$ cat src/rtl/mem_ctrl_pkg.sv
// Shared types and lane helpers for the sub-word memory access controller.
// Op encodings, FSM states, store sizes and byte-lane selection.
package mem_ctrl_pkg;

  localparam logic [2:0] OP_LW = 3'b000;
  localparam logic [2:0] OP_LH = 3'b001;
  localparam logic [2:0] OP_LB = 3'b010;
  localparam logic [2:0] OP_SW = 3'b100;
  localparam logic [2:0] OP_SH = 3'b101;
  localparam logic [2:0] OP_SB = 3'b110;

  typedef enum logic [2:0] {
    ST_IDLE,
    ST_RD,
    ST_WR,
    ST_DONE,
    ST_ERR
  } state_e;

  // op[1:0] doubles as the access size for both loads and stores
  typedef enum logic [1:0] {
    SZ_W = 2'd0,
    SZ_H = 2'd1,
    SZ_B = 2'd2
  } size_e;

  typedef struct packed {
    logic [2:0]  op;
    logic [31:0] addr;
    logic [31:0] wdata;
  } req_t;

  function automatic logic op_is_load(logic [2:0] o);
    return (o == OP_LW) || (o == OP_LH) || (o == OP_LB);
  endfunction

  function automatic logic op_is_store(logic [2:0] o);
    return (o == OP_SW) || (o == OP_SH) || (o == OP_SB);
  endfunction

  function automatic logic op_misaligned(logic [2:0] o, logic [1:0] a);
    logic bad;
    bad = 1'b0;
    unique case (1'b1)
      (o == OP_LW):                bad = (a != 2'b00);
      (o == OP_LH), (o == OP_SH):  bad = a[0];
      default:                     bad = 1'b0;
    endcase
    return bad;
  endfunction

  function automatic logic [3:0] lane_mask(size_e sz, logic [1:0] a);
    logic [3:0] m;
    unique case (sz)
      SZ_B:    m = 4'b0001 << a;
      SZ_H:    m = a[1] ? 4'b1100 : 4'b0011;
      default: m = 4'b1111;
    endcase
    return m;
  endfunction

  function automatic logic [15:0] lane_half(logic [31:0] w, logic a1);
    return a1 ? w[31:16] : w[15:0];
  endfunction

  function automatic logic [7:0] lane_byte(logic [31:0] w, logic [1:0] a);
    return w[8*a +: 8];
  endfunction

endpackage

$ cat src/rtl/store_lane_merge.sv
// Combinational store merge: replaces the addressed byte/half lane
// of the old memory word with store data (full word for SW).
module store_lane_merge
  import mem_ctrl_pkg::*;
(
  input  logic [31:0] old_word,
  input  logic [31:0] wdata,
  input  logic [1:0]  addr_lo,
  input  size_e       size,
  output logic [31:0] merged
);

  logic [3:0]  be;
  logic [31:0] rep;

  always_comb begin
    be = lane_mask(size, addr_lo);
    unique case (size)
      SZ_B:    rep = {4{wdata[7:0]}};
      SZ_H:    rep = {2{wdata[15:0]}};
      default: rep = wdata;
    endcase
    merged = old_word;
    for (int i = 0; i < 4; i++) begin
      if (be[i]) merged[8*i +: 8] = rep[8*i +: 8];
    end
  end

endmodule

$ cat src/rtl/mem_access_ctrl.sv
// Sub-word load/store sequencer between the CPU datapath and word memory.
// Define ALIGN_CHECK_EN to reject misaligned LW/LH/SH without accessing memory.
module mem_access_ctrl
  import mem_ctrl_pkg::*;
#(
  parameter int TIMEOUT = 15,
  parameter int CNT_W   = 4
) (
  input  logic        clk,
  input  logic        reset_n,
  input  logic        start,
  input  logic [2:0]  op,
  input  logic [31:0] addr,
  input  logic [31:0] wdata,
  input  logic [31:0] mem_rdata,
  input  logic        mem_ready,
  output logic [31:0] mem_addr,
  output logic [31:0] mem_wdata,
  output logic        mem_req,
  output logic        mem_we,
  output logic        ext_sel,
  output logic [15:0] ext_half,
  output logic [7:0]  ext_byte,
  output logic [31:0] word_out,
  output logic        wb_ext,
  output logic        busy,
  output logic        done,
  output logic        err
);

  localparam logic [CNT_W-1:0] CNT_LAST = CNT_W'(TIMEOUT - 1);

  state_e           state_q;
  state_e           state_d;
  req_t             req_q;
  logic [31:0]      old_q;
  logic [CNT_W-1:0] cnt_q;
  logic             timed_out;
  logic             bad_align;
  logic             accept;
  logic             rd_fire;
  logic [31:0]      merged;

  `ifdef ALIGN_CHECK_EN
  assign bad_align = op_misaligned(op, addr[1:0]);
  `else
  assign bad_align = 1'b0;
  `endif

  assign accept    = (state_q == ST_IDLE) && start;
  assign rd_fire   = (state_q == ST_RD) && mem_ready;
  // a ready on the last allowed cycle still completes the access
  assign timed_out = (cnt_q == CNT_LAST) && !mem_ready;

  always_comb begin
    state_d = state_q;
    unique case (state_q)
      ST_IDLE: begin
        if (start) begin
          unique case (1'b1)
            !(op_is_load(op) || op_is_store(op)): state_d = ST_ERR;
            bad_align:                            state_d = ST_ERR;
            (op == OP_SW):                        state_d = ST_WR;
            default:                              state_d = ST_RD;
          endcase
        end
      end
      ST_RD: begin
        if (mem_ready) begin
          state_d = op_is_load(req_q.op) ? ST_DONE : ST_WR;
        end else if (timed_out) begin
          state_d = ST_ERR;
        end
      end
      ST_WR: begin
        if (mem_ready) begin
          state_d = ST_DONE;
        end else if (timed_out) begin
          state_d = ST_ERR;
        end
      end
      ST_DONE: state_d = ST_IDLE;
      ST_ERR:  state_d = ST_IDLE;
      default: state_d = ST_IDLE;
    endcase
  end

  always_ff @(posedge clk or negedge reset_n) begin
    if (!reset_n) begin
      state_q  <= ST_IDLE;
      req_q    <= '0;
      old_q    <= '0;
      cnt_q    <= '0;
      word_out <= '0;
      ext_half <= '0;
      ext_byte <= '0;
      ext_sel  <= 1'b0;
      wb_ext   <= 1'b0;
    end else begin
      state_q <= state_d;
      if (state_d != state_q) begin
        cnt_q <= '0;
      end else if (mem_req && !mem_ready) begin
        cnt_q <= cnt_q + CNT_W'(1);
      end
      if (accept) begin
        req_q <= '{op: op, addr: addr, wdata: wdata};
      end
      if (rd_fire) begin
        old_q <= mem_rdata;
      end
      if (rd_fire && op_is_load(req_q.op)) begin
        word_out <= mem_rdata;
        ext_half <= lane_half(mem_rdata, req_q.addr[1]);
        ext_byte <= lane_byte(mem_rdata, req_q.addr[1:0]);
        ext_sel  <= (req_q.op == OP_LB);
        wb_ext   <= (req_q.op != OP_LW);
      end
    end
  end

  store_lane_merge u_merge (
    .old_word (old_q),
    .wdata    (req_q.wdata),
    .addr_lo  (req_q.addr[1:0]),
    .size     (size_e'(req_q.op[1:0])),
    .merged   (merged)
  );

  assign mem_req   = (state_q == ST_RD) || (state_q == ST_WR);
  assign mem_we    = (state_q == ST_WR);
  assign mem_addr  = {req_q.addr[31:2], 2'b00};
  assign mem_wdata = mem_we ? merged : '0;
  assign busy      = (state_q != ST_IDLE);
  assign done      = (state_q == ST_DONE) || (state_q == ST_ERR);
  assign err       = (state_q == ST_ERR);

endmodule

$ cat config.mk
export PLATFORM = sky130hd
export DESIGN_NAME = mem_access_ctrl
export DESIGN_NICKNAME = d
export VERILOG_FILES = /design/src/rtl/mem_ctrl_pkg.sv /design/src/rtl/store_lane_merge.sv /design/src/rtl/mem_access_ctrl.sv
export SDC_FILE = /design/constraint.sdc
export NUM_CORES = 1
export LEC_CHECK = 0
export BUFFER_PORTS_ARGS = -buffer_cell sky130_fd_sc_hd__buf_4
export CAP_MARGIN = 20
export CORE_UTILIZATION = 56
export DETAILED_ROUTE_END_ITERATION = 12
export HOLD_SLACK_MARGIN = 0.03
export PLACE_DENSITY_LB_ADDON = 0.05
export SYNTH_ARGS = -nofsm -noshare
export SYNTH_HDL_FRONTEND = slang
export SYNTH_HIERARCHICAL = 1
export SYNTH_SLANG_ARGS = --single-unit
export TNS_END_PERCENT = 100
$ cat constraint.sdc
create_clock -name clk -period 3.1 [get_ports clk]
set_input_delay 0.465 -clock clk [delete_from_list [all_inputs] [get_ports clk]]
set_output_delay 0.465 -clock clk [all_outputs]
set_load 0.05 [all_outputs]
## Word-level counts from Yosys, hierarchy flattened

Cells that the tools add are included.
W data, S select, Z words.

- Register bits: 164
- Bits in latches: 0
- RAM bits: 0
- Bits in read-only memories: 0
- Bits of input ports: 103
- Word-level logic and storage cells: 69
- Memories kept: 0

- $add $sub $neg: 1
- $mul: 0
- Div/mod/pow operators: 0
- $lt $le $gt $ge: 0
- Equal/unequal tests: 15
- Shift-type cells: 2
- Muxes and demuxes: 18
- Bitwise gates (word level): 0
- Reduce and logical (&&, ||, !) cells: 22

Operators with widths:

| cell | number |
|---|---|
| $pmux W32 S2 | 1 |
| $mux W32 | 1 |
| $mux W8 | 4 |
| $shiftx A32 B6 Y8 | 1 |
| $mux W16 | 1 |
| $eq A3 B2 Y1 const B | 4 |
| $eq A3 B3 Y1 const B | 4 |
| $mux W3 | 4 |
| $mux W4 | 3 |
| $eq A3 B1 Y1 const B | 3 |
| $logic_not A3 Y1 | 3 |
| $logic_or A1 B1 Y1 | 9 |
| $pmux W3 S3 | 1 |
| $pmux W4 S2 | 1 |
| $pmux W3 S2 | 1 |
| $reduce_bool A3 Y1 | 2 |
| $logic_and A1 B1 Y1 | 5 |
| $add A4 B1 Y4 const B | 1 |
| $eq A4 B4 Y1 const B | 1 |
| $shl A1 B2 Y4 const A | 1 |
| $ne A3 B3 Y1 | 1 |
| $eq A2 B1 Y1 const B | 1 |
| $eq A2 B2 Y1 const B | 1 |
| $logic_not A1 Y1 | 2 |
| 2 further kinds | 2 |

## Logic depth before layout (Yosys ltp)

- Depth after elaboration: 10
- Mapped depth: 10
- Mapped depth without buffers: 7

## Modules after synthesis

Netlist, hierarchy kept.

Modules (own cells, without submodules):

| module | instances | cells each | area an instance (um^2) |
|---|---|---|---|
| mem_access_ctrl | 1 | 662 | 7105.6 |
| store_lane_merge | 1 | 105 | 772.0 |

## Least setup slack after synthesis

No wires, ideal clock.

- Kind: register to output
- From: register state_q[0]
- To: output port done
- Arrival: 2302 ps
- Required time: 2635 ps
- Slack: 333 ps
- Stages on the path, launching flop included: 4
- Cell sequence: dfrtp_1 -> buf_4 -> nor3b_1 -> nand2b_1

- Cells in the longest elaborated chain, start to end: 2
- Elaborated cells on any way between the ends: 3

RTL lines:

| what | line | RTL |
|---|---|---|
| from (decl) | mem_access_ctrl.sv:33 | `state_e state_q;` |
| from (signal assigned) | mem_access_ctrl.sv:100 | `state_q <= state_d;` |
| $eq A3 B3 Y1 | - |  |
| net err | mem_access_ctrl.sv:28 | `output logic err` |
| $logic_or A1 B1 Y1 | mem_access_ctrl.sv:135 | `assign done = (state_q == ST_DONE) \|\| (state_q == ST_ERR);` |
| to (decl) | mem_access_ctrl.sv:27 | `output logic done,` |

The timed path passes the listed nets, and every way through them passes these cells.

## Worst setup path after layout

- From: register req_q[65] in the netlist's numbering
- To: output port mem_wdata[23]

- Cells in the longest elaborated chain, start to end: 4
- Elaborated cells on any way between the ends: 6

RTL lines:

| what | line | RTL |
|---|---|---|
| from (decl) | mem_access_ctrl.sv:35 | `req_t req_q;` |
| from (signal assigned) | mem_access_ctrl.sv:107 | `req_q <= '{op: op, addr: addr, wdata: wdata};` |
| $eq A2 B1 Y1 / $eq A2 B2 Y1 (equally long branches) | mem_ctrl_pkg.sv:54, store_lane_merge.sv:18 |  |
| $pmux W32 S2 / $pmux W4 S2 (equally long branches) | store_lane_merge.sv:18, mem_ctrl_pkg.sv:54 |  |
| $mux W8 * | store_lane_merge.sv:25 | `if (be[i]) merged[8*i +: 8] = rep[8*i +: 8];` |
| net merged[23] | mem_access_ctrl.sv:42 | `logic [31:0] merged;` |
| $mux W32 * | mem_access_ctrl.sv:133 | `assign mem_wdata = mem_we ? merged : '0;` |
| to (decl) | mem_access_ctrl.sv:18 | `output logic [31:0] mem_wdata,` |

Mark *: on every way through the listed nets, which the timed path passes. The rest lies on a longest branch.

==> summary.txt <==
Finish
  – Inserted Diodes: 0
  – Layout Area Growth over Synthesis: 27.2%
  – # nets final: 1056
  – Final Util: 0.742
  – Layout cells sized above 1: 0.360

Route
  – Vias: 5995
  – Starting DRT DRC Count: 365
  – WL/cell: 16.9 um
  – Routed vias/inst: 5.27
  – Post-Route WL: 19300 um
  – Post-route ant nets: 0
  – Residual DRC: 0
  – First-pass DRT Iterations: 4

Clocking
  – Clk slew on worst S/H paths: 60 ps
  – CTS root buf: clkbuf_16
  – CTS tree: done
  – Post-CTS Hold Fix Bufs: 0
  – Clock latency on the worst-skew pair: 420 ps
  – Clock Tree Buf Depth: 2
  – CTS Sinks: 164
  – # H-tree levels: 4
  – Cts bufs inserted: 17

Timing
  – Peak Freq: 331 MHz
  – Slew @ Worst Pin: 633 ps
  – Final Cycle Share: 0.974
  – Max-slew headroom: 0.578
  – Clk_skew: 6.54 ps
  – Hold Vio Cnt, Final: 0
  – RSZ-0062 raised after global routing: true
  – Minimum clock period: 3020 ps
  – Final setup viols: 0
  – Worst hold margin: 31.2 ps
  – Final Max Tran Viols: 0

Logic synthesis
  – Seq/Total Area, Yosys: 0.521
  – Top FF cell, synth: dfrtp_1
  – Register bit total from synthesis: 164
  – Top post-synthesis cells by area: dfrtp_1 (52%), nand2_1 (11%), mux2_2 (7.0%), mux2_1 (5.6%), buf_4 (3.5%)
  – Mapped cell area: 0.00788 mm2
  – Syn Area/Cell: 10.3 um2
  – Ys Warns: 6
  – Post-synth EDFFs: 0
  – Top cell type's share of synthesized area: 0.521
  – Mapped Cells: 767
  – Asr flop ratio synth: 1.00
  – Area leader, netlist: dfrtp_1
  – Synth unique cells: 51

GRT
  – Initial antenna violation count: 0
  – Overflow after GRT: 0
  – GRT Util Overall: 0.278
  – Largest net degree at the start of global routing: 78
  – Number of global-route vias before repair: 5948
  – First-pass GRT wire length: 30900 um

Setup path
  – Critical setup path kind: register to output pin
  – CP Launch Type: register
  – Critical Path AT: 2560 ps
  – Worst-case reg-to-reg path depth: 5
  – Crit path capture type: output pin
  – Critical Path Fanout Max: 11
  – Worst endpoint required time: 2630 ps

Floorplan
  – Row Count: 42
  – Die area: 0.0145 mm2
  – Initial core utilization: 0.583
  – Number of I/O pins: 230
  – Die width: 121 um
  – Core ar.: 0.0135 mm2
  – Chip height: 121 um

Placed design
  – Port buffer count: 227
  – DPL Wire Length: 14500 um
  – Final GP Congestion: 0.916

Hold path
  – Hold Path Class: input pin to asynchronous set/reset pin

Outcome
  – Status: completed

Run
  – Max-Cap Viols: 0
-- final cells by class --
class	count	area (um2)
sequential	164	4100
fill	981	3490
multi-input combinational	518	3260
timing repair buffer	239	1820
clock buffer	20	467
tap	176	220
clock inverter	12	119
inverter	8	30.0
-- final timing paths --
path	startpoint	endpoint	slack, ps
worst min-delay path	reset_n	word_out[2]$_DFFE_PN0P_	30
max in group asynchronous	reset_n	req_q[23]$_DFFE_PN0P_	2200
worst min register to register	req_q[30]$_DFFE_PN0P_	req_q[30]$_DFFE_PN0P_	480
min in group clk	addr[14]	mem_addr[14]$_DFFE_PN0P_	220
worst max-delay path	req_q[65]$_DFFE_PN0P_	mem_wdata[23]	80
worst max register to register	state_q[0]$_DFF_PN0_	req_q[18]$_DFFE_PN0P_	1070
-- state kept, by name, summed over array words and instances (netlist names) --
signal / cells
cnt_q: 4
req_q: 37
mem_addr: 30
word_out: 32
ext_half: 16
wb_ext: 1
state_q: 3
ext_sel: 1
ext_byte: 8
old_q: 32
-- layout by cell type, fill, tap and decap left out, types with 2 or more instances in the layout --
| master | netlist | layout |
|---|---|---|
| nand3_1 | 4 | 4 |
| mux2i_1 | 8 | 8 |
| mux2_2 | 49 | 49 |
| nand2b_1 | 3 | 2 |
| o21ai_1 | 7 | 7 |
| dfrtp_1 | 164 | 164 |
| a21oi_1 | 19 | 19 |
| inv_1 | 7 | 7 |
| buf_12 | 0 | 2 |
| mux2_4 | 8 | 8 |
| o21a_2 | 1 | 2 |
| nand4_1 | 2 | 2 |
| ha_1 | 5 | 5 |
| mux2_1 | 39 | 39 |
| nor2_1 | 21 | 21 |
| clkbuf_16 | 0 | 17 |
| a211oi_1 | 3 | 3 |
| o21ai_0 | 36 | 36 |
| a221o_1 | 8 | 8 |
| clkinvlp_4 | 0 | 6 |
| and2_1 | 32 | 32 |
| and3_1 | 2 | 2 |
| nand2_1 | 233 | 232 |
| a22o_1 | 8 | 8 |
| conb_1 | 1 | 2 |
| inv_6 | 0 | 5 |
| xor2_1 | 3 | 3 |
| clkbuf_8 | 0 | 3 |
| nor3b_1 | 2 | 2 |
| buf_4 | 37 | 236 |
| nor3_1 | 2 | 2 |
-- metrics by stage --
stage	instance area, um2	worst slack (ps)	instances	setup TNS (ps)
CTS	10000	86.0	1137	0
global route	10000	-57.9	1137	-360
detailed placement	9430	401	1105	0
global placement	9430	528	1105	0
finish	10000	79.7	1137	0
floorplan	7880	333	768	0
-- critical path, stage by stage, from the launching register on --
cell and delay, ps:
dfrtp_1 450, inv_1 90, ha_1 380, a21oi_1 130, o21ai_2 360, mux2_2 380
and2_1 150, buf_4 190
-- routing by layer --
metal	up-vias	wire [um]	GRT usage	part of all wire
met3	29	1340	0.0792	0.069
met2	203	9500	0.466	0.49
li1	2876	-	-	-
met4	0	366	0.0934	0.019
met5	-	0	0	0
met1	2887	8050	0.347	0.42
-- cell families (layout without fill, tap and decap cells) --
kind of cell	after synthesis	count (layout)	share of synthesized area
other cells	1	2	0.000476
buf+inv	86	279	0.0680
fa+ha+maj	5	5	0.00794
flops	164	164	0.521
simple gates	310	310	0.171
mux	104	104	0.151
compound gates	93	93	0.0764
xor+xnor	4	4	0.00445
-- cells in the mapped netlist, types with 2 or more instances --
master and count:
a211oi_1 3, a21oi_1 19, a221o_1 8, a22o_1 8, and2_1 32, and3_1 2
buf_2 17, buf_4 37, buf_6 7, clkbuf_1 17, dfrtp_1 164, ha_1 5
inv_1 7, mux2_1 39, mux2_2 49, mux2_4 8, mux2i_1 8, nand2_1 233
nand2b_1 3, nand3_1 4, nand4_1 2, nor2_1 21, nor3_1 2, nor3b_1 2
o21ai_0 36, o21ai_1 7, xor2_1 3
-- repair_timing --
action | in CTS | in global routing
cloned | 0 | 0
endpoints found under the hold margin | 0 | 0
setup buffers | 0 | 0
setup endpoints to repair | 8 | 11
gates resized for setup | 1 | 0
Power is left out: the tool's default activity adds up to more than one toggle a clock period on the data nets, which glitch-free logic cannot reach.
